## config.mk

```make
export PLATFORM = sky130hd
export DESIGN_NAME = lsu_mem_port
export DESIGN_NICKNAME = d
export VERILOG_FILES = /design/src/rtl/lsu_pkg.sv /design/src/rtl/lsu_load_align.sv /design/src/rtl/lsu_mem_port.sv
export SDC_FILE = /design/constraint.sdc
export NUM_CORES = 1
export LEC_CHECK = 0
export ABC_AREA = 1
export BUFFER_PORTS_ARGS = -buffer_cell sky130_fd_sc_hd__buf_2
export CAP_MARGIN = 20
export CORE_UTILIZATION = 52
export DETAILED_ROUTE_END_ITERATION = 10
export GPL_ROUTABILITY_DRIVEN = 0
export MAX_ROUTING_LAYER = met4
export PLACE_DENSITY = 0.82
export REMOVE_ABC_BUFFERS = 1
export SLEW_MARGIN = 0
export SYNTH_ARGS = -nofsm -noshare
export SYNTH_HDL_FRONTEND = slang
export SYNTH_SLANG_ARGS = --single-unit
export TNS_END_PERCENT = 20
```

## constraint.sdc

```tcl
create_clock -name clock -period 2.2 [get_ports clock]
set_clock_uncertainty 0.05 [all_clocks]
set_input_delay 0.44 -clock clock [delete_from_list [all_inputs] [get_ports clock]]
set_output_delay 0.44 -clock clock [all_outputs]
set_load 0.03 [all_outputs]
```

## src/rtl/lsu_pkg.sv

```systemverilog
// Shared size codes, FSM state type and size decode helpers for the load/store unit.
// Used by the memory port and the load alignment datapath.
package lsu_pkg;

   localparam logic [3:0] SZ_B = 4'b0001;
   localparam logic [3:0] SZ_H = 4'b0010;
   localparam logic [3:0] SZ_W = 4'b0100;
   localparam logic [3:0] SZ_D = 4'b1000;

   typedef enum logic [1:0] {
      ST_IDLE,
      ST_REQ,
      ST_WAIT,
      ST_RESP
   } lsu_state_e;

   // Returns 0 for any code that is not exactly one-hot.
   function automatic logic [3:0] size_to_bytes(input logic [3:0] size);
      case (size)
         SZ_B:    return 4'd1;
         SZ_H:    return 4'd2;
         SZ_W:    return 4'd4;
         SZ_D:    return 4'd8;
         default: return 4'd0;
      endcase
   endfunction

   function automatic logic [7:0] size_to_mask(input logic [3:0] size);
      case (size)
         SZ_B:    return 8'h01;
         SZ_H:    return 8'h03;
         SZ_W:    return 8'h0F;
         SZ_D:    return 8'hFF;
         default: return 8'h00;
      endcase
   endfunction

endpackage

```

## src/rtl/lsu_load_align.sv

```systemverilog
// Load alignment: shift the bus word down to the access offset, truncate to the size and extend.
// Purely combinational; no flow control.
module lsu_load_align
   import lsu_pkg::*;
#(
   parameter int XLEN  = 64,
   parameter int OFF_W = $clog2(XLEN / 8)
) (
   input  logic [XLEN-1:0]  word,
   input  logic [OFF_W-1:0] offset,
   input  logic [3:0]       size,
   input  logic             is_unsigned,
   output logic [XLEN-1:0]  data
);

   logic [XLEN-1:0] shifted;
   logic [XLEN-1:0] keep;
   logic            sign_bit;

   // A keep-mask avoids zero-width replications when the size equals XLEN.
   always_comb begin
      shifted  = word >> {offset, 3'b000};
      keep     = '1;
      sign_bit = 1'b0;
      case (size)
         SZ_B: begin
            keep     = XLEN'(8'hFF);
            sign_bit = shifted[7];
         end
         SZ_H: begin
            keep     = XLEN'(16'hFFFF);
            sign_bit = shifted[15];
         end
         SZ_W: begin
            keep     = XLEN'(32'hFFFF_FFFF);
            sign_bit = shifted[31];
         end
         default: ;
      endcase
      data = (shifted & keep) | ((sign_bit && !is_unsigned) ? ~keep : '0);
   end

endmodule

```

## src/rtl/lsu_mem_port.sv

```systemverilog
// Load/store unit between the MEM stage and a variable-latency bus; one access outstanding.
// Best case 3 cycles accept-to-response (1 for errors); stalls on bus_req_ready and resp_ready.
module lsu_mem_port
   import lsu_pkg::*;
#(
   parameter int XLEN           = 64,
   parameter int ADDR_W         = 64,
   parameter int TIMEOUT        = 255,
   parameter int ALLOW_MISALIGN = 0
) (
   input  logic              clock,
   input  logic              reset,
   input  logic              req_valid,
   output logic              req_ready,
   input  logic              req_is_store,
   input  logic [ADDR_W-1:0] req_addr,
   input  logic [XLEN-1:0]   req_wdata,
   input  logic [3:0]        req_size,
   input  logic              req_unsigned,
   output logic              resp_valid,
   input  logic              resp_ready,
   output logic [XLEN-1:0]   resp_rdata,
   output logic              resp_err,
   output logic              bus_req_valid,
   input  logic              bus_req_ready,
   output logic              bus_req_we,
   output logic [ADDR_W-1:0] bus_req_addr,
   output logic [XLEN-1:0]   bus_req_wdata,
   output logic [XLEN/8-1:0] bus_req_wmask,
   input  logic              bus_resp_valid,
   input  logic [XLEN-1:0]   bus_resp_rdata
);

   localparam int NB       = XLEN / 8;
   localparam int OFF_W    = $clog2(NB);
   localparam int CNT_W    = (TIMEOUT < 2) ? 1 : $clog2(TIMEOUT);
   localparam int TO_LAST_I = (TIMEOUT == 0) ? 0 : TIMEOUT - 1;
   localparam logic [CNT_W-1:0] TO_LAST = CNT_W'(TO_LAST_I);

   lsu_state_e        state_q, state_d;
   logic              is_store_q, is_store_d;
   logic [ADDR_W-1:0] addr_q, addr_d;
   logic [XLEN-1:0]   wdata_q, wdata_d;
   logic [3:0]        size_q, size_d;
   logic              uns_q, uns_d;
   logic              err_q, err_d;
   logic [XLEN-1:0]   word_q, word_d;
   logic [CNT_W-1:0]  cnt_q, cnt_d;

   logic [OFF_W-1:0]  off_in;
   logic [3:0]        bytes_in;
   logic              size_bad, align_bad, cross_bad;

   always_comb begin
      state_d    = state_q;
      is_store_d = is_store_q;
      addr_d     = addr_q;
      wdata_d    = wdata_q;
      size_d     = size_q;
      uns_d      = uns_q;
      err_d      = err_q;
      word_d     = word_q;
      cnt_d      = cnt_q;

      off_in    = req_addr[OFF_W-1:0];
      bytes_in  = size_to_bytes(req_size);
      size_bad  = (bytes_in == 4'd0) || (bytes_in > 4'(NB));
      align_bad = (ALLOW_MISALIGN == 0) &&
                  ((4'(off_in) & (bytes_in - 4'd1)) != 4'd0);
      // Accesses that spill into the next bus word can never be issued as one beat.
      cross_bad = (5'(off_in) + 5'(bytes_in)) > 5'(NB);

      case (state_q)
         ST_IDLE: begin
            if (req_valid) begin
               is_store_d = req_is_store;
               addr_d     = req_addr;
               wdata_d    = req_wdata;
               size_d     = req_size;
               uns_d      = req_unsigned;
               word_d     = '0;
               if (size_bad || align_bad || cross_bad) begin
                  err_d   = 1'b1;
                  state_d = ST_RESP;
               end else begin
                  err_d   = 1'b0;
                  state_d = ST_REQ;
               end
            end
         end
         ST_REQ: begin
            if (bus_req_ready) begin
               state_d = ST_WAIT;
            end
         end
         ST_WAIT: begin
            // A response arriving on the expiry cycle takes priority over the timeout.
            if (bus_resp_valid) begin
               word_d  = bus_resp_rdata;
               err_d   = 1'b0;
               cnt_d   = '0;
               state_d = ST_RESP;
            end else if (TIMEOUT != 0 && cnt_q == TO_LAST) begin
               word_d  = '0;
               err_d   = 1'b1;
               cnt_d   = '0;
               state_d = ST_RESP;
            end else if (TIMEOUT != 0) begin
               cnt_d = cnt_q + 1'b1;
            end
         end
         ST_RESP: begin
            if (resp_ready) begin
               state_d = ST_IDLE;
            end
         end
         default: state_d = ST_IDLE;
      endcase
   end

   always_ff @(posedge clock) begin
      if (reset) begin
         state_q    <= ST_IDLE;
         is_store_q <= 1'b0;
         addr_q     <= '0;
         wdata_q    <= '0;
         size_q     <= '0;
         uns_q      <= 1'b0;
         err_q      <= 1'b0;
         word_q     <= '0;
         cnt_q      <= '0;
      end else begin
         state_q    <= state_d;
         is_store_q <= is_store_d;
         addr_q     <= addr_d;
         wdata_q    <= wdata_d;
         size_q     <= size_d;
         uns_q      <= uns_d;
         err_q      <= err_d;
         word_q     <= word_d;
         cnt_q      <= cnt_d;
      end
   end

   logic              st_req, st_resp, st_wr;
   logic [OFF_W-1:0]  off_q;
   logic [NB-1:0]     mask_base;
   logic [XLEN-1:0]   load_data;

   assign st_req    = (state_q == ST_REQ);
   assign st_resp   = (state_q == ST_RESP);
   assign st_wr     = st_req && is_store_q;
   assign off_q     = addr_q[OFF_W-1:0];
   assign mask_base = NB'(size_to_mask(size_q));

   lsu_load_align #(
      .XLEN (XLEN),
      .OFF_W(OFF_W)
   ) u_load_align (
      .word       (word_q),
      .offset     (off_q),
      .size       (size_q),
      .is_unsigned(uns_q),
      .data       (load_data)
   );

   assign req_ready     = (state_q == ST_IDLE);
   assign bus_req_valid = st_req;
   assign bus_req_we    = st_wr;
   assign bus_req_addr  = st_req ? {addr_q[ADDR_W-1:OFF_W], OFF_W'(0)} : '0;
   assign bus_req_wmask = st_wr ? (mask_base << off_q) : '0;
   assign bus_req_wdata = st_wr ? (wdata_q << {off_q, 3'b000}) : '0;
   assign resp_valid    = st_resp;
   assign resp_err      = st_resp && err_q;
   assign resp_rdata    = (st_resp && !is_store_q && !err_q) ? load_data : '0;

endmodule

```

# Word level (Yosys, flattened, before mapping)
# Cells that the tools add are included.
[classes]
n_mul = 0
n_shift = 3
reduce_logical = 18
addsub = 3
eq_ne = 16
magnitude_cmp = 2
div = 0
muxes = 27
n_bitwise = 4
[ops]
columns = ["op", "count"]
rows = [
  ["$mux W64", 7],
  ["$pmux W64 S3", 1],
  ["$pmux W64 S2", 1],
  ["$and A64 B64 Y64", 1],
  ["$not A64 Y64", 1],
  ["$or A64 B64 Y64", 1],
  ["$shl A64 B6 Y64", 1],
  ["$shr A64 B6 Y64", 1],
  ["$pmux W8 S4", 1],
  ["$mux W8", 3],
  ["$pmux W4 S4", 1],
  ["$mux W2", 6],
  ["$add A8 B1 Y8 const B", 1],
  ["$eq A4 B1 Y1 const B", 2],
  ["$eq A4 B2 Y1 const B", 2],
  ["$eq A4 B3 Y1 const B", 2],
  ["$eq A4 B4 Y1 const B", 2],
  ["$eq A8 B8 Y1 const B", 1],
  ["$pmux W2 S4", 1],
  ["$shl A8 B3 Y8", 1],
  ["$ne A2 B2 Y1 const B", 3],
  ["$add A3 B4 Y5", 1],
  ["$gt A5 B4 Y1 const B", 1],
  ["$logic_and A1 B1 Y1", 5],
  ["other kinds (18)", 26],
]
[totals]
out_inout_bits = 205
romBits = 0
latch_bits = 0
reg_bits = 209
wordCells = 82
n_memories = 0
ram_bits = 0

# Longest topological paths before layout
[depth]
ltp_word = 10
ltp_mapped = 13
ltp_nobuf = 13

# Hierarchy
# A second synthesis with hierarchy kept.
[unflattened]
hier_cells = 2096
area_unflattened_um2 = 13299.0
[by_module_without_submodules]
columns = ["mod", "instances", "cells_per_inst", "area_per_inst_um2"]
rows = [
  ["lsu_mem_port", 1, 1670, 11260.8],
  ["lsu_load_align", 1, 426, 2038.2],
]

# Least setup slack after synthesis
# OpenSTA, ideal clock, no wires.
[synth_path]
kind = "register -> output"
startpoint = "register state_q[1]"
endpoint = "output port bus_req_wdata[47]"
stages_incl_launch_ff = 9
n_path_buf = 2
required_ns = 1.710
slack_ns = -0.687
t_arrival_ns = 2.397
cell_sequence = "dfxtp_1 inv_1 ha_1 buf_2 nand2_2 clkinv_1 nand2_1 clkbuf_1 o21ai_0"
[synth_between]
elab_chain_cells = 3
[synth_lines]
columns = ["element", "line_no", "text"]
rows = [
  ["start: declaration", "lsu_mem_port.sv:40", "lsu_state_e state_q, state_d;"],
  ["start signal: assignment", "lsu_mem_port.sv:133", "state_q <= state_d;"],
  ["$eq A2 B1 Y1", "lsu_mem_port.sv:150", "assign st_req = (state_q == ST_REQ);"],
  ["net bus_req_valid", "lsu_mem_port.sv:24", "output logic bus_req_valid,"],
  ["$logic_and A1 B1 Y1", "lsu_mem_port.sv:152", "assign st_wr = st_req && is_store_q;"],
  ["net bus_req_we", "lsu_mem_port.sv:26", "output logic bus_req_we,"],
  ["$mux W64", "lsu_mem_port.sv:172", "assign bus_req_wdata = st_wr ? (wdata_q << {off_q, 3'b000}) : '0;"],
  ["end: declaration", "lsu_mem_port.sv:28", "output logic [XLEN-1:0] bus_req_wdata,"],
]
# The timed path passes the listed nets, and every way through them passes these cells.

# Worst setup path in the final report
[layout_path]
startpoint = "register addr_q[0]"
endpoint = "output port resp_rdata[31]"
[layout_between]
elab_chain_cells = 6
elab_cells_between_ends = 7
[layout_lines]
columns = ["element", "line_no", "text"]
rows = [
  ["start: declaration", "lsu_mem_port.sv:42", "logic [ADDR_W-1:0] addr_q, addr_d;"],
  ["start signal: assignment", "lsu_mem_port.sv:135", "addr_q <= addr_d;"],
  ["$shr A64 B6 Y64 *", "lsu_load_align.sv:22", "shifted = word >> {offset, 3'b000};"],
  ["$pmux W1 S3", "lsu_load_align.sv:25", "case (size)"],
  ["$logic_and A1 B1 Y1", "lsu_load_align.sv:40", "data = (shifted & keep) | ((sign_bit && !is_unsigned) ? ~keep : '0);"],
  ["$mux W64", "lsu_load_align.sv:40", ""],
  ["$or A64 B64 Y64 *", "lsu_load_align.sv:40", ""],
  ["$mux W64 *", "lsu_mem_port.sv:175", "assign resp_rdata = (st_resp && !is_store_q && !err_q) ? load_data : '0;"],
  ["end: declaration", "lsu_mem_port.sv:22", "output logic [XLEN-1:0] resp_rdata,"],
]
# Mark *: on every way between the ends. The rest lies on a longest branch, timed or not.

==> flow_summary_export.csv <==
group,metric,value,unit
global_routing,antenna_found_initial,10,
sta,finalHoldViolations,0,
worst_setup_path,cp.required,1710,ps
final_layout,area_growth,33.8,%
cts,cts_buffers,24,
worst_setup_path,worst_r2r_path_depth,9,
cts,cts_hold_buf,0,
global_routing,top_usage_layer,"met2",
global_routing,grtUsageTotal,0.352,
drt,wl_per_cell,16.5,um
global_routing,grt_pass1_wl,68100,um
cts,cts_tree,"done",
worst_setup_path,reg2reg_setup_slack,230,ps
global_routing,met1_usage,0.373,
worst_setup_path,cp-endpoint,"resp_rdata[31]",
power,leakagePower,7.95,nW
worst_setup_path,worstPathCellList,"buf_6 -> nand2_1 -> nand3_1 -> nand3_2 -> buf_4 -> buf_4 -> buf_4 -> a21oi_1 -> nor2_2 -> buf_4",
drt,vias,15000,
power,cellPowerDensity,1250,nW/um^2
run_status,status,"complete, but fails checks",
floorplan,num_io_pins,409,
drt,drc,0,
placed_design,port_buffers,405,
final_layout,final_common_cell,"nand2_1",
floorplan,rows,56,
global_routing,grt_overflow_total,0,
final_layout,drive_gt1_frac,0.278,
yosys,synth_area,12600,sq um
drt,final_antenna_net_count,0,
worst_setup_path,cpMaxStageDelayCell,"dfxtp_4",
cts,h-tree-depth,1,
yosys,ys_seq_elements,209,
worst_setup_path,crit_fanout,7,
worst_setup_path,cpMostUsedCell,"buf_4",
final_layout,layout_common_cells,"358 x nand2_1, 332 x nor2_1, 282 x buf_2",
yosys,yosys_warnings,0,
floorplan,die_w,157,um
sta,tightest_slew,562,ps
final_layout,fin_nets,2549,
sta,finalSetupViolCount,154,
worst_setup_path,crit_path_start,"addr_q[0]",
yosys,synth_cell_types,43,
worst_setup_path,r2r_end,"word_q[32]",
sta,fin_ws,-612,ps
floorplan,core_area,23600,sq um
worst_setup_path,r2r-start,"state_q[0]",
power,ir_drop,0.728,mV
final_layout,instances_no_fill,2678,
placed_design,dp_hpwl,29600,um
power,total_power,0.0209,W
cts,cts_num_sinks,209,
global_routing,grt_max_degree,142,
global_routing,grt_pass1_vias,14000,
sta,min_period,2810,ps
run_status,failed_checks,"setup timing",
cts,insertion_delay,520,ps
drt,first_pass_iters,7,
sta,max_freq,0.356,GHz
worst_setup_path,worstSetupPathDepth,10,
drt,drt_iter0_drc,1331,
floorplan,dieArea,24800,sq um
placed_design,preCtsSetupSlack,-272,ps
worst_setup_path,crit_path_end_kind,"output port",
cts,root_buffer,"clkbuf_16",
global_routing,grt_use_met3,0.0675,
drt,wl,44300,um
drt,via_per_inst,5.60,
min_path,hp-class,"in -> reg",
sta,fin_hold_ws,114,ps
sta,slew_headroom,0.625,
yosys,postSynthCellCount,1970,
worst_setup_path,crit_family,"buffers and inverters",
worst_setup_path,slowest_delay,450,ps
cts,cts_buffer_depth,3,
worst_setup_path,critPathLaunchType,"flop",
cts,clkTransAtPathRegs,60,ps
sta,slew_viol_final,0,
worst_setup_path,path_class,"reg -> out",
worst_setup_path,worstPathArrival,2320,ps
final_layout,fin_util,0.712,
placed_design,placedCellCount,2613,
sta,finalCritPeriodShare,1.28,
yosys,seq_area_frac_synth,0.333,
yosys,synth.avg_cell_area,6.38,sq um
global_routing,grt.met2_usage,0.609,
worst_setup_path,path_buf_inv,5,
floorplan,start_util,0.532,
job,maxCapViolations,0,
sta,grt_setup_unrepaired,"true",
floorplan,die_y,157,um
-- area by class of cell --
type                       instances  area (sq um)
antenna                           11          27.5
clock buffer                      34           699
clock inverter                     7          68.8
fill                            1893          6810
inverter                         167           644
multi-input combinational       1434          7230
sequential                       209          4200
tap                              319           399
timing repair buffer             497          3540
-- registers in the layout, indices dropped and copies added (netlist names) --
register    count
addr_q         64
wdata_q        64
word_q         64
cnt_q           8
size_q          4
state_q         2
err_q           1
is_store_q      1
uns_q           1
-- worst min-delay path by stage --
stage | from | endpoint | slack [ps] | depth (start not counted)
final | req_wdata[29] | wdata_q[29] | 110 | 3
after global routing | req_addr[46] | addr_q[46] | 110 | 3
after CTS | req_wdata[39] | wdata_q[39] | 100 | 3
after detailed placement | word_q[3] | word_q[3] | 410 | 2
after global placement | word_q[5] | word_q[5] | 400 | 2
after floorplan | word_q[7] | word_q[7] | 390 | 2
-- cell families after synthesis --
kind of cell	after synthesis	share of synthesized area
AO/OA/AOI/OAI	554	0.242
XOR/XNOR	1	0.000697
adder cells (fa/ha/maj)	12	0.0125
buffers and inverters	329	0.112
flip-flops	209	0.333
multiplexers	17	0.0135
other	1	0.000299
AND/OR/NAND/NOR	847	0.286
-- cell usage after synthesis (all sizes together) --
library cell | number | area share
o211ai | 12 | 0.0072
nand3b | 3 | 0.0018
a21boi | 2 | 0.0012
a31oi | 17 | 0.0085
fa | 1 | 0.0016
a211oi | 37 | 0.023
nor3 | 5 | 0.0029
buf | 78 | 0.037
xor2 | 1 | 0.00070
nor2 | 383 | 0.13
clkinv | 1 | 0.00030
nand2 | 374 | 0.11
o21a | 1 | 0.00060
dfxtp | 209 | 0.33
clkbuf | 84 | 0.025
mux2i | 17 | 0.014
inv | 166 | 0.050
ha | 11 | 0.011
nand3 | 75 | 0.031
and3 | 2 | 0.0010
nand4 | 3 | 0.0015
a22o | 16 | 0.011
or2 | 2 | 0.0010
a21oi | 140 | 0.056
o22ai | 32 | 0.016
o21ai | 296 | 0.12
conb | 1 | 0.00030
o31ai | 1 | 0.00060
-- through the flow --
stage	instance area (sq um)	setup TNS, ps
final	16800	-55250
after global routing	16800	-74630
after global placement	15200	-674
after floorplan	11800	-999780
after detailed placement	15200	-2670
after CTS	16600	-52300
-- layer usage --
layer	part of all wire	vias to the layer above
met4	0.060	0
met3	0.086	222
met1	0.36	6778
li1	-	7167
met2	0.49	818
met5	0	-
-- worst register-to-register path, stage by stage, from the launching register on --
cell and delay [ps]:
dfxtp_2 340, inv_1 110, ha_1 190, inv_1 60, or2_2 310, nand3_4 110
buf_12 210, buf_4 230, a21oi_1 60, a211oi_1 210
-- what timing repair did --
item,CTS,global route
cloned,2,0
pin swaps,16,11
endpoints found under the setup margin,199,198
buffers inserted,8,3
resized for setup,232,42
-- report_power, final --
group,internal (W),leakage [nW],switching [W]
combinational,0.00406,5.85,0.00745
clock,0.00232,0.373,0.00162
sequential,0.00485,1.72,0.000652
total,0.0112,7.95,0.00972
Power figures use the tool's default switching activity.
